--- src/rtl/alu_pkg.sv ---
// Shared ALU definitions: the control code type, opcode constants, the
// highest legal opcode and the arbiter/sequencer state encoding.
package alu_pkg;

  typedef logic [3:0] alu_ctrl_t;

  localparam alu_ctrl_t ALU_ADD  = 4'b0000;
  localparam alu_ctrl_t ALU_SUB  = 4'b0001;
  localparam alu_ctrl_t ALU_AND  = 4'b0010;
  localparam alu_ctrl_t ALU_OR   = 4'b0011;
  localparam alu_ctrl_t ALU_XOR  = 4'b0100;
  localparam alu_ctrl_t ALU_SLL  = 4'b0101;
  localparam alu_ctrl_t ALU_SRL  = 4'b0110;
  localparam alu_ctrl_t ALU_SRA  = 4'b0111;
  localparam alu_ctrl_t ALU_SLT  = 4'b1000;
  localparam alu_ctrl_t ALU_SLTU = 4'b1001;

  localparam alu_ctrl_t ALU_CTRL_MAX = 4'b1001;

  typedef enum logic [1:0] {
    IDLE,
    EXEC,
    RESP
  } arb_state_t;

  function automatic logic ctrl_is_legal(input alu_ctrl_t ctrl);
    return ctrl <= ALU_CTRL_MAX;
  endfunction

endpackage

--- src/rtl/alu.sv ---
// Combinational ALU shared by the arbiter.
// Ports:
//   op1_i, op2_i : operands (WIDTH bits)
//   ctrl_i       : opcode (alu_ctrl_t)
//   result_o     : result (WIDTH bits)
//   flags_o      : {N, Z, C, V}; all zero for an undefined opcode.
// C is the carry out for ADD and the borrow (op1 < op2 unsigned) for SUB.
// V is signed overflow for ADD/SUB. Shifts use the low log2(WIDTH) bits of op2.
module alu
  import alu_pkg::*;
#(
  parameter int unsigned WIDTH = 32
) (
  input  logic [WIDTH-1:0] op1_i,
  input  logic [WIDTH-1:0] op2_i,
  input  alu_ctrl_t        ctrl_i,
  output logic [WIDTH-1:0] result_o,
  output logic [3:0]       flags_o
);

  localparam int unsigned SHW = $clog2(WIDTH);

  logic [WIDTH:0]   add_w;
  logic [WIDTH:0]   sub_w;
  logic [SHW-1:0]   shamt;
  logic             carry;
  logic             ovf;
  logic             legal;

  always_comb begin
    add_w    = {1'b0, op1_i} + {1'b0, op2_i};
    sub_w    = {1'b0, op1_i} - {1'b0, op2_i};
    shamt    = op2_i[SHW-1:0];
    result_o = '0;
    carry    = 1'b0;
    ovf      = 1'b0;
    legal    = 1'b1;
    case (ctrl_i)
      ALU_ADD: begin
        result_o = add_w[WIDTH-1:0];
        carry    = add_w[WIDTH];
        ovf      = (op1_i[WIDTH-1] == op2_i[WIDTH-1]) &&
                   (add_w[WIDTH-1] != op1_i[WIDTH-1]);
      end
      ALU_SUB: begin
        result_o = sub_w[WIDTH-1:0];
        carry    = sub_w[WIDTH];
        ovf      = (op1_i[WIDTH-1] != op2_i[WIDTH-1]) &&
                   (sub_w[WIDTH-1] != op1_i[WIDTH-1]);
      end
      ALU_AND:  result_o = op1_i & op2_i;
      ALU_OR:   result_o = op1_i | op2_i;
      ALU_XOR:  result_o = op1_i ^ op2_i;
      ALU_SLL:  result_o = op1_i << shamt;
      ALU_SRL:  result_o = op1_i >> shamt;
      ALU_SRA:  result_o = $signed(op1_i) >>> shamt;
      ALU_SLT:  result_o = {{(WIDTH-1){1'b0}}, ($signed(op1_i) < $signed(op2_i))};
      ALU_SLTU: result_o = {{(WIDTH-1){1'b0}}, (op1_i < op2_i)};
      default:  legal    = 1'b0;
    endcase
    flags_o = legal ? {result_o[WIDTH-1], (result_o == '0), carry, ovf} : '0;
  end

endmodule

--- src/rtl/rr_arbiter.sv ---
// Combinational round-robin arbiter.
// Ports:
//   req_i  : request vector (NREQ bits)
//   last_i : index of the most recent grant; the search starts one above it
//   gnt_o  : one-hot grant (all zero when no request is present)
//   idx_o  : encoded index of the granted requester
module rr_arbiter #(
  parameter  int unsigned NREQ = 4,
  localparam int unsigned IDW  = $clog2(NREQ)
) (
  input  logic [NREQ-1:0] req_i,
  input  logic [IDW-1:0]  last_i,
  output logic [NREQ-1:0] gnt_o,
  output logic [IDW-1:0]  idx_o
);

  logic           found;
  logic [IDW-1:0] cand;

  // Visit last+1, last+2, ... last+NREQ (mod NREQ); the first hit wins,
  // so the previous winner is considered last.
  always_comb begin
    gnt_o = '0;
    idx_o = '0;
    found = 1'b0;
    cand  = '0;
    for (int unsigned i = 1; i <= NREQ; i++) begin
      cand = IDW'((32'(last_i) + i) % NREQ);
      if (!found && req_i[cand]) begin
        found       = 1'b1;
        gnt_o[cand] = 1'b1;
        idx_o       = cand;
      end
    end
  end

endmodule

--- src/rtl/alu_arbiter.sv ---
// Shares one ALU among NREQ requesters. IDLE arbitrates round-robin and
// latches the winner's operands, EXEC runs the ALU and registers the
// response, RESP presents it until the consumer accepts it.
// Ports:
//   clk, reset           : clock, asynchronous active-low reset
//   req_valid/req_ready  : per-requester handshake; req_ready is one-hot
//   req_op1/req_op2      : packed operands, requester i at [i*WIDTH +: WIDTH]
//   req_ctrl             : packed opcodes, requester i at [i*4 +: 4]
//   rsp_valid/rsp_ready  : response handshake
//   rsp_id               : owner of the response
//   rsp_result/rsp_flags : registered ALU outputs (zero on error)
//   rsp_err              : opcode outside the ALU's defined set
//   busy                 : FSM not in IDLE
module alu_arbiter
  import alu_pkg::*;
#(
  parameter  int unsigned WIDTH = 32,
  parameter  int unsigned NREQ  = 4,
  localparam int unsigned IDW   = $clog2(NREQ)
) (
  input  logic                  clk,
  input  logic                  reset,
  input  logic [NREQ-1:0]       req_valid,
  output logic [NREQ-1:0]       req_ready,
  input  logic [NREQ*WIDTH-1:0] req_op1,
  input  logic [NREQ*WIDTH-1:0] req_op2,
  input  logic [NREQ*4-1:0]     req_ctrl,
  output logic                  rsp_valid,
  input  logic                  rsp_ready,
  output logic [IDW-1:0]        rsp_id,
  output logic [WIDTH-1:0]      rsp_result,
  output logic [3:0]            rsp_flags,
  output logic                  rsp_err,
  output logic                  busy
);

  arb_state_t       state_q;
  logic [IDW-1:0]   last_grant_q;
  logic [IDW-1:0]   op_id_q;
  logic [WIDTH-1:0] op1_q;
  logic [WIDTH-1:0] op2_q;
  alu_ctrl_t        ctrl_q;

  logic             rsp_valid_q;
  logic [IDW-1:0]   rsp_id_q;
  logic [WIDTH-1:0] rsp_result_q;
  logic [3:0]       rsp_flags_q;
  logic             rsp_err_q;

  logic [WIDTH-1:0] rsp_result_d;
  logic [3:0]       rsp_flags_d;
  logic             rsp_err_d;

  logic [NREQ-1:0]  gnt;
  logic [IDW-1:0]   gnt_idx;
  logic [WIDTH-1:0] sel_op1;
  logic [WIDTH-1:0] sel_op2;
  alu_ctrl_t        sel_ctrl;
  logic [WIDTH-1:0] alu_result;
  logic [3:0]       alu_flags;

  rr_arbiter #(
    .NREQ (NREQ)
  ) u_rr (
    .req_i  (req_valid),
    .last_i (last_grant_q),
    .gnt_o  (gnt),
    .idx_o  (gnt_idx)
  );

  alu #(
    .WIDTH (WIDTH)
  ) u_alu (
    .op1_i    (op1_q),
    .op2_i    (op2_q),
    .ctrl_i   (ctrl_q),
    .result_o (alu_result),
    .flags_o  (alu_flags)
  );

  // One-hot mux of the winner's request fields.
  always_comb begin
    sel_op1  = '0;
    sel_op2  = '0;
    sel_ctrl = '0;
    for (int unsigned i = 0; i < NREQ; i++) begin
      if (gnt[i]) begin
        sel_op1  = req_op1[i*WIDTH +: WIDTH];
        sel_op2  = req_op2[i*WIDTH +: WIDTH];
        sel_ctrl = req_ctrl[i*4 +: 4];
      end
    end
  end

  always_comb begin
    rsp_err_d    = !ctrl_is_legal(ctrl_q);
    rsp_result_d = rsp_err_d ? '0 : alu_result;
    rsp_flags_d  = rsp_err_d ? '0 : alu_flags;
  end

  // Gated by reset so no grant is shown while reset is held.
  assign req_ready = (state_q == IDLE && reset) ? gnt : '0;

  always_ff @(posedge clk or negedge reset) begin
    if (!reset) begin
      state_q      <= IDLE;
      last_grant_q <= IDW'(NREQ - 1);
      op_id_q      <= '0;
      op1_q        <= '0;
      op2_q        <= '0;
      ctrl_q       <= '0;
      rsp_valid_q  <= 1'b0;
      rsp_id_q     <= '0;
      rsp_result_q <= '0;
      rsp_flags_q  <= '0;
      rsp_err_q    <= 1'b0;
    end else begin
      case (state_q)
        IDLE: begin
          if (|req_valid) begin
            op1_q        <= sel_op1;
            op2_q        <= sel_op2;
            ctrl_q       <= sel_ctrl;
            op_id_q      <= gnt_idx;
            last_grant_q <= gnt_idx;
            state_q      <= EXEC;
          end
        end
        EXEC: begin
          rsp_result_q <= rsp_result_d;
          rsp_flags_q  <= rsp_flags_d;
          rsp_err_q    <= rsp_err_d;
          rsp_id_q     <= op_id_q;
          rsp_valid_q  <= 1'b1;
          state_q      <= RESP;
        end
        RESP: begin
          if (rsp_ready) begin
            rsp_valid_q <= 1'b0;
            state_q     <= IDLE;
          end
        end
        default: state_q <= IDLE;
      endcase
    end
  end

  assign rsp_valid  = rsp_valid_q;
  assign rsp_id     = rsp_id_q;
  assign rsp_result = rsp_result_q;
  assign rsp_flags  = rsp_flags_q;
  assign rsp_err    = rsp_err_q;
  assign busy       = (state_q != IDLE);

endmodule

--- config.mk ---
export PLATFORM = sky130hd
export DESIGN_NAME = alu_arbiter
export DESIGN_NICKNAME = d
export VERILOG_FILES = /design/src/rtl/alu_pkg.sv /design/src/rtl/alu.sv /design/src/rtl/rr_arbiter.sv /design/src/rtl/alu_arbiter.sv
export SDC_FILE = /design/constraint.sdc
export NUM_CORES = 1
export LEC_CHECK = 0
export CAP_MARGIN = 10
export CORE_MARGIN = 5
export CORE_UTILIZATION = 30
export DETAILED_ROUTE_END_ITERATION = 16
export PLACE_DENSITY = 0.58
export SKIP_LAST_GASP = 1
export SLEW_MARGIN = 20
export SYNTH_ARGS = -nofsm -noshare
export SYNTH_HDL_FRONTEND = slang
export SYNTH_SLANG_ARGS = --single-unit
--- constraint.sdc ---
create_clock -name clk -period 7.6 [get_ports clk]
set_input_delay 1.52 -clock clk [delete_from_list [all_inputs] [get_ports clk]]
set_output_delay 1.52 -clock clk [all_outputs]
set_load 0.02 [all_outputs]
==> flow_metrics.tcl, run 1 <==
set metrics [dict create \
    outcome "completed" \
    synth.top_cell.area_share_pct 17.6 \
    r2r-start "op2_q[2]$_DFFE_PN0P_" \
    synth_area_leader_cell "dfrtp_1" \
    route.detailed.drc 0 \
    finalCriticalPeriod_ns 6.06 \
    ant_nets 0 \
    synth_compound_area_share_pct 36.2 \
    postCtsSetupRepairBufs 0 \
    r2r_end "rsp_flags[2]$_DFFE_PN0P_" \
    ioPinCount 324 \
    gp_congestion 1.01 \
    synth_edf_count 0 \
    synthTopCellsByArea "dfrtp_1, ha_1, a21oi_1" \
    tightest_slew_ns 1.08 \
    dr.pass1.iters 7 \
    drt-initial-drc-count 1993 \
    vias 18898 \
    layout_commonest_cell "clkdlybuf4s50_1" \
    hold_viol 0 \
    netlist_area_um2 16000 \
    timing.critical_path.fanout_max 41 \
    final_nets 2755 \
    synth_top_family_by_area "compound AO/OA/AOI/OAI gates" \
    root_buffer "clkbuf_16" \
    layout-drive-gt1-share_pct 8.19 \
    ys.flop_type "dfrtp_1" \
    cts_buffers 17 \
    netlist_instances 2168 \
    dieArea_um2 57900 \
    yosys.area_share.adder_pct 8.41 \
    fin_tns_setup_ns 0 \
    seq_area_frac_synth_pct 17.9 \
    synth_xor_area_share_pct 0.659 \
    viasPerCell 6.15 \
    max_freq_mhz 165 \
    clkTransAtPathRegs_ns 0.06 \
    synth-simple-area-share_pct 19.4 \
    die_w_um 241 \
    synth_area_per_cell_um2 7.36 \
    track_usage_pct 27.6 \
    fin_crit_sh_pct 79.8 \
    finClkSkew_ns 0.0188 \
    worstPathRequired_ns 6.08 \
    start_kind "primary input" \
    crit_type "primary input to primary output" \
    synth_seq_cells 114 \
    grt_max_degree 99 \
    r2r_cells 16 \
    num_rows 84 \
    final-setup-viol-count 0 \
    cap_violations 0 \
    grt_pass1_wl_um 120000 \
    fill_cells 5555 \
    hpwl_um 64400 \
    gr-total-overflow 0 \
    yosys.cell_types.count 100 \
    cpMostUsedCell "clkdlybuf4s50_1" \
    synth_mux_area_share_pct 9.67 \
    holdBufCountCts 0 \
    crit_buf_inv 2 \
    antenna_found_initial 3 \
    synthArstFlopShare_pct 100 \
    hold_path.class "flip-flop to flip-flop" \
    holdPathStages 2 \
    drv_slew 0 \
    min_to "rsp_result[6]$_DFFE_PN0P_" \
    ff2ff_setup_slack_ns 2.55 \
    fin_ws_ns 1.54 \
    worstSetupEndpointType "primary output" \
    port_buffers 323 \
    cp_top_family "buffers and inverters" \
    clk_latency_ns 0.48 \
    slowest_delay_ns 0.62 \
    synthesis.nets 2553 \
    slew_headroom_pct 27.8 \
    rsz0062_at_grt "false" \
    arrival_ns 4.54 \
    final_cell_mix "clkdlybuf4s50_1, nor2_1, a21oi_1" \
    cts_tree "yes" \
    cts.sinks 114 \
    worst_path_max_delay_cell "clkdlybuf4s50_1" \
    cts_resized 0 \
    die_y_um 241 \
    crit_chain "clkdlybuf4s50_1 > mux2_4 > o21ai_0 > o211ai_1 > nor2_1 > a221o_4 > nor2b_1 > clkdlybuf4s50_1" \
    start_util_pct 30.3 \
    pre_cts_ws_ns 1.57 \
    first_global_vias 18069 \
    drt_wl_total_um 82300 \
    clock_path_buffers 2 \
    wl_per_cell_um 26.8 \
    areaGrowthSynthToFinish_pct 26.7 \
    hold_start "rsp_result[6]$_DFFE_PN0P_" \
    yosys_warnings 0 \
    cts_max_level 4 \
    core_region_area_um2 52700 \
]
==> layout make-up <==
cell class / count / area (um2) / area share, %
Sequential cell: 114 / 2860 / 14.2
Inverter: 99 / 372 / 1.84
Tap cell: 688 / 861 / 4.26
Timing Repair Buffer: 367 / 3560 / 17.6
Antenna cell: 1 / 2.50 / 0.0124
Clock buffer: 18 / 439 / 2.17
Multi-Input combinational cell: 1771 / 11900 / 59.1
Clock inverter: 13 / 174 / 0.860
==> synth_stat cells, drive strengths merged (17+ instances only) <==
cell	count
a22oi	91
a221oi	30
clkbuf	108
a211oi	100
nor2b	26
nand3	30
nand2	173
mux4	25
mux2i	48
o22ai	32
nor2	291
buf	76
o21ai	137
a21oi	252
ha	104
o211ai	34
inv	98
nor3	39
mux2	43
nand4	19
nand2b	17
dfrtp	112
==> registers in the layout (all words and copies together) (netlist names) <==
signal and flops:
op1_q 32, op2_q 32, rsp_result 32, ctrl_q 4
rsp_flags 4, last_grant_q 2, op_id_q 2, rsp_id 2
state_q 2, rsp_err 1, rsp_valid 1
==> cell families after synthesis <==
kind of cell / Yosys count
AOI/OAI and AO/OA: 860
and+or+nand+nor: 677
xor gates and xnor gates: 12
muxes: 116
adders and majority gates: 106
DFF: 114
buffers and inverters: 283
==> tightest hold or removal path: stages (launching register included) <==
cell	delay, ns
dfrtp_1	0.34
nand2_1	0.05
nand2_1	0.05
==> how the worst max path moves through the flow <==
stage | start | to | slack [ns] | cells after the start
after CTS | req_valid[1] | req_ready[3] | 1.57 | 8
after floorplan | req_valid[1] | req_ready[3] | 2.52 | 8
after global routing | req_valid[1] | req_ready[3] | 1.37 | 8
after global placement | req_valid[1] | req_ready[3] | 1.65 | 8
after detailed placement | req_valid[1] | req_ready[3] | 1.57 | 8
final | req_valid[1] | req_ready[3] | 1.54 | 8
==> per-stage QoR <==
step	util, %	area, um2	instances	hold WS (ns)
floorplan	-	16000	2168	0.439
global placement	37.2	19600	3039	0.458
detailed placement	37.2	19600	3039	0.461
CTS	38.4	20200	3070	0.475
global route	38.4	20200	3070	0.502
finish	38.4	20200	3071	0.472
==> per-layer routing <==
layer | vias to the layer above | part of all wire [%] | track usage (%)
met2 | 1103 | 43 | 41.6
li1 | 8532 | - | -
met5 | - | 0.049 | 0
met4 | 4 | 3.3 | 8.75
met3 | 161 | 10 | 6.89
met1 | 9098 | 43 | 38.9
Power of run 1 is left out: the tool's default activity adds up to more than one toggle a clock period on the data nets, which glitch-free logic cannot reach.
==> run 2, diff against run 1 <==
==> constraint.sdc (replaced) <==
create_clock -name clk -period 6.01 [get_ports clk]
set_input_delay 1.202 -clock clk [delete_from_list [all_inputs] [get_ports clk]]
set_output_delay 1.202 -clock clk [all_outputs]
set_load 0.02 [all_outputs]
==> run 2 against run 1 <==
Die area unchanged. Worst hold slack about the same. Sequential share of layout area down 0.13 points. Core utilization up 0.35 points. Global-route usage up 1.2 points. Setup slack worse by 0.62 ns. Design area up 0.90%.
==> flow_metrics.tcl, run 2 (same netlist as run 1, synthesis figures left out) <==
set metrics [dict create \
    dpl.cell_count 3059 \
    crit_type "primary input to primary output" \
    gp_congestion 1.02 \
    layoutNonFillerInstCount 3096 \
    hold_start "rsp_result[14]$_DFFE_PN0P_" \
    grt_max_degree 127 \
    antenna_found_initial 7 \
    layout-drive-gt1-share_pct 8.82 \
    min_to "rsp_result[14]$_DFFE_PN0P_" \
    fin_crit_sh_pct 84.8 \
    worstPathRequired_ns 4.81 \
    wl_per_cell_um 27.8 \
    cts_tree "yes" \
    tightest_slew_ns 1.23 \
    root_buffer "clkbuf_16" \
    drt_wl_total_um 86000 \
    ioPinCount 324 \
    r2r_cells 16 \
    drt-initial-drc-count 2064 \
    crit_chain "clkdlybuf4s50_1 > mux2_4 > o21ai_0 > o211ai_1 > nor2_1 > a221o_2 > nor2b_1 > clkdlybuf4s50_1" \
    worstSetupEndpointType "primary output" \
    die_y_um 241 \
    final-setup-viol-count 0 \
    cts_buffers 17 \
    fin_util_pct 38.7 \
    dieArea_um2 57900 \
    slowest_delay_ns 0.62 \
    arrival_ns 3.90 \
    clock_path_buffers 2 \
    cpMostUsedCell "clkdlybuf4s50_1" \
    r2r_end "rsp_flags[2]$_DFFE_PN0P_" \
    dr.pass1.iters 7 \
    holdBufCountCts 0 \
    ff2ff_setup_slack_ns 1.33 \
    cts_max_level 4 \
    fin_tns_setup_ns 0 \
    die_w_um 241 \
    max_freq_mhz 196 \
    holdPathStages 2 \
    start_kind "primary input" \
    cap_violations 0 \
    hold_slack_ns 0.472 \
    grt_pass1_wl_um 124000 \
    timing.critical_path.fanout_max 5 \
    ant_nets 0 \
    viasPerCell 6.15 \
    hold_viol 0 \
    gr-total-overflow 0 \
    track_usage_pct 28.8 \
    layout_commonest_cell "clkdlybuf4s50_1" \
    final_cell_mix "clkdlybuf4s50_1, nor2_1, a21oi_1" \
    first_global_vias 18096 \
    port_buffers 323 \
    r2r-start "op1_q[0]$_DFFE_PN0P_" \
    areaGrowthSynthToFinish_pct 27.9 \
    core_region_area_um2 52700 \
    clkTransAtPathRegs_ns 0.05 \
    clk_latency_ns 0.47 \
    cts_resized 0 \
    finClkSkew_ns 0.00755 \
    rsz0062_at_grt "false" \
    slew_headroom_pct 17.9 \
    num_rows 84 \
    start_util_pct 30.3 \
    outcome "completed" \
    postCtsSetupRepairBufs 0 \
    hold_path.class "flip-flop to flip-flop" \
    route.detailed.drc 0 \
    final_nets 2775 \
    drv_slew 0 \
    cts.sinks 114 \
    hpwl_um 68000 \
    finalCriticalPeriod_ns 5.10 \
    worst_path_max_delay_cell "clkdlybuf4s50_1" \
    vias 19030 \
    fill_cells 5569 \
]
==> run 2: metrics by stage <==
step	setup slack (ns)	area [um2]
6_report	0.912	20400
3_5_place_dp	0.863	19800
4_1_cts	0.946	20400
2_1_floorplan	1.57	16000
3_3_place_gp	0.962	19800
5_1_grt	0.760	20400
==> run 2: worst max path at each step <==
| stage | from | to | cells after the start |
|---|---|---|---|
| after floorplan | req_valid[1] | req_ready[3] | 8 |
| after global placement | req_valid[1] | op2_q[5]$_DFFE_PN0P_ | 12 |
| after detailed placement | req_valid[1] | op2_q[7]$_DFFE_PN0P_ | 13 |
| after CTS | req_valid[1] | req_ready[3] | 8 |
| after global routing | req_valid[1] | req_ready[3] | 8 |
| final | req_valid[1] | req_ready[1] | 8 |
==> run 2: per-layer routing <==
metal / track usage, % / up-vias / routed length, um
met5: 0 / - / 53
met4: 8.56 / 8 / 2340
met3: 5.60 / 130 / 7610
met2: 44.8 / 1055 / 38000
met1: 40.6 / 9264 / 37900
li1: - / 8573 / -
==> run 2: critical path, delay by kind of cell <==
kind | cells | cell delay [ns]
simple gates | 2 | 0.55
mux | 1 | 0.31
compound gates | 3 | 0.75
buf+inv | 2 | 1.06
==> run 2: layout make-up <==
cell class                 instances  area, um2  area share [%]
antenna                            5       12.5          0.0613
clock buffer                      23        478            2.34
clock inverter                     9        155           0.761
inverter                          99        372            1.82
multi-input combinational       1771      11900            58.5
sequential                       114       2860            14.0
tap                              688        861            4.22
timing repair buffer             387       3720            18.3
Power of run 2 is left out for the same reason.
==> run 3, diff against run 2 <==
--- a/config.mk
+++ b/config.mk
@@ -9,7 +9,7 @@
 export CORE_MARGIN = 5
 export CORE_UTILIZATION = 30
 export DETAILED_ROUTE_END_ITERATION = 16
-export PLACE_DENSITY = 0.58
+export PLACE_DENSITY = 0.6
 export SKIP_LAST_GASP = 1
 export SLEW_MARGIN = 20
 export SYNTH_ARGS = -nofsm -noshare
==> constraint.sdc (replaced) <==
create_clock -name clk -period 4.1 [get_ports clk]
set_input_delay 0.82 -clock clk [delete_from_list [all_inputs] [get_ports clk]]
set_output_delay 0.82 -clock clk [all_outputs]
set_load 0.02 [all_outputs]
==> run 3 against run 2 <==
First-iteration DRC count increased by 5.7%. Routed wire length is 6.5% higher. Critical endpoint is now rsp_flags[2]$_DFFE_PN0P_. Die area unchanged. Highest routed layer unchanged. Count of clock-buffer cells in the layout fell by 4. Critical path type is now flip-flop to flip-flop. Setup slack worse by 0.79 ns.
==> flow_metrics.tcl, run 3 (same netlist as run 1, synthesis figures left out) <==
set metrics [dict create \
    arrival_ns 4.39 \
    finClkSkew_ns 0.0340 \
    die_w_um 241 \
    ioPinCount 324 \
    hold_path.class "primary input to asynchronous set/reset pin" \
    met1Wirelength_um 40700 \
    layout_commonest_cell "clkdlybuf4s50_1" \
    final_nets 2991 \
    final-setup-viol-count 0 \
    cts.sinks 114 \
    dr_wl_met3_um 7480 \
    crit_type "flip-flop to flip-flop" \
    drt-initial-drc-count 2181 \
    max_freq_mhz 252 \
    clkTransAtPathRegs_ns 0.09 \
    top_layer "met5" \
    tightest_slew_ns 1.18 \
    num_rows 84 \
    dr.pass1.iters 5 \
    holdBufCountCts 0 \
    clock_path_buffers 2 \
    start_kind "flip-flop" \
    r2r-start "op2_q[1]$_DFFE_PN0P_" \
    wl_met2_um 40700 \
    first_global_vias 19146 \
    grt_pass1_wl_um 131000 \
    start_util_pct 30.3 \
    r2r_cells 12 \
    fin_crit_sh_pct 97.0 \
    hold_viol 0 \
    worstSetupEndpointType "flip-flop" \
    cts_buffers 17 \
    worst_path_max_delay_cell "nor4_1" \
    worstPathRequired_ns 4.52 \
    crit_chain "buf_12 > buf_12 > mux2_2 > mux2i_1 > o221a_2 > nor3_1 > nor4_1 > nand4_1 > nor4_1 > and4_1 > nand4_1 > o21ai_1" \
    cts_tree "yes" \
    drt_wl_total_um 91500 \
    root_buffer "clkbuf_16" \
    timing.critical_path.fanout_max 28 \
    drv_slew 0 \
    cap_violations 0 \
    layout-drive-gt1-share_pct 16.6 \
    dieArea_um2 57900 \
    viasPerCell 5.98 \
    worstSetupStartpoint "op2_q[1]$_DFFE_PN0P_" \
    route.detailed.drc 0 \
    die_y_um 241 \
    areaGrowthSynthToFinish_pct 39.1 \
    wl_per_cell_um 27.7 \
    gp_congestion 1.03 \
    ant_nets 0 \
    finalCriticalPeriod_ns 3.98 \
    grt_max_degree 137 \
    slew_headroom_pct 21.3 \
    track_usage_pct 30.5 \
    final_cell_mix "clkdlybuf4s50_1, nor2_1, buf_4" \
    hpwl_um 74900 \
    gr-total-overflow 0 \
    outcome "completed" \
    antenna_found_initial 5 \
    port_buffers 323 \
    rsz0062_at_grt "true" \
    core_region_area_um2 52700 \
    slowest_delay_ns 0.74 \
    clk_latency_ns 0.51 \
    cts_max_level 4 \
    vias 19794 \
    hold_slack_ns 0.366 \
]
-- run 3: cell count changes in the layout (fill, tap and decap cells not counted), sizes merged --
cell	change
buf	+216
clkinvlp	+3
clkbuf	-4
clkinv	-3
dlygate4sd2	+4
diode	-4
clkdlybuf4s50	-4
bufinv	-1
inv	+5
-- run 3: through the flow --
stage,area (um2),util [%],cells,setup WS (ns),TNS (ns)
floorplan,16000,-,2168,0.273,0
global placement,21500,40.9,3273,-0.0266,-0.0266
detailed placement,21500,40.9,3273,-0.0668,-0.106
CTS,22100,42.1,3305,0.0190,0
global route,22200,42.1,3307,-0.0256,-0.0256
finish,22200,42.1,3308,0.124,0
-- run 3: worst max-delay path, delay by kind of cell (launching register included) --
kind	cells	cell delay, ns
buffers and inverters	2	0.41
and+or+nand+nor	6	1.85
muxes	2	0.72
AOI/OAI and AO/OA	2	0.43
DFF	1	0.45
-- run 3: worst paths after layout --
| path | slack (ns) | endpoint |
|---|---|---|
| max | 0.12 | rsp_flags[2]$_DFFE_PN0P_ |
| min | 0.37 | rsp_result[7]$_DFFE_PN0P_ |
| max reg2reg | 0.12 | rsp_flags[2]$_DFFE_PN0P_ |
| min reg2reg | 0.47 | rsp_id[0]$_DFFE_PN0P_ |
| max in group asynchronous | 2.67 | op2_q[1]$_DFFE_PN0P_ |
| min in group clk | 0.47 | rsp_id[0]$_DFFE_PN0P_ |
-- run 3: layout make-up --
class	instances	area [um2]
Fill cell	5482	30500
Sequential cell	114	2860
Multi-Input combinational cell	1771	12000
Antenna cell	1	2.50
Clock inverter	13	173
Clock buffer	19	443
Timing Repair Buffer	603	5500
Tap cell	688	861
Inverter	99	372
-- run 3: timing repair --
action	in CTS	in global routing
pin swaps	0	0
setup endpoints to repair	4	8
resized for setup	8	6
setup buffers	0	2
-- run 3: routing by layer --
metal  vias up  track usage [%]
met5         -                0
met4         6             8.73
met3       140             6.41
met2       989             47.8
met1      9660             42.7
li1       8999                -
Power of run 3 is left out for the same reason.
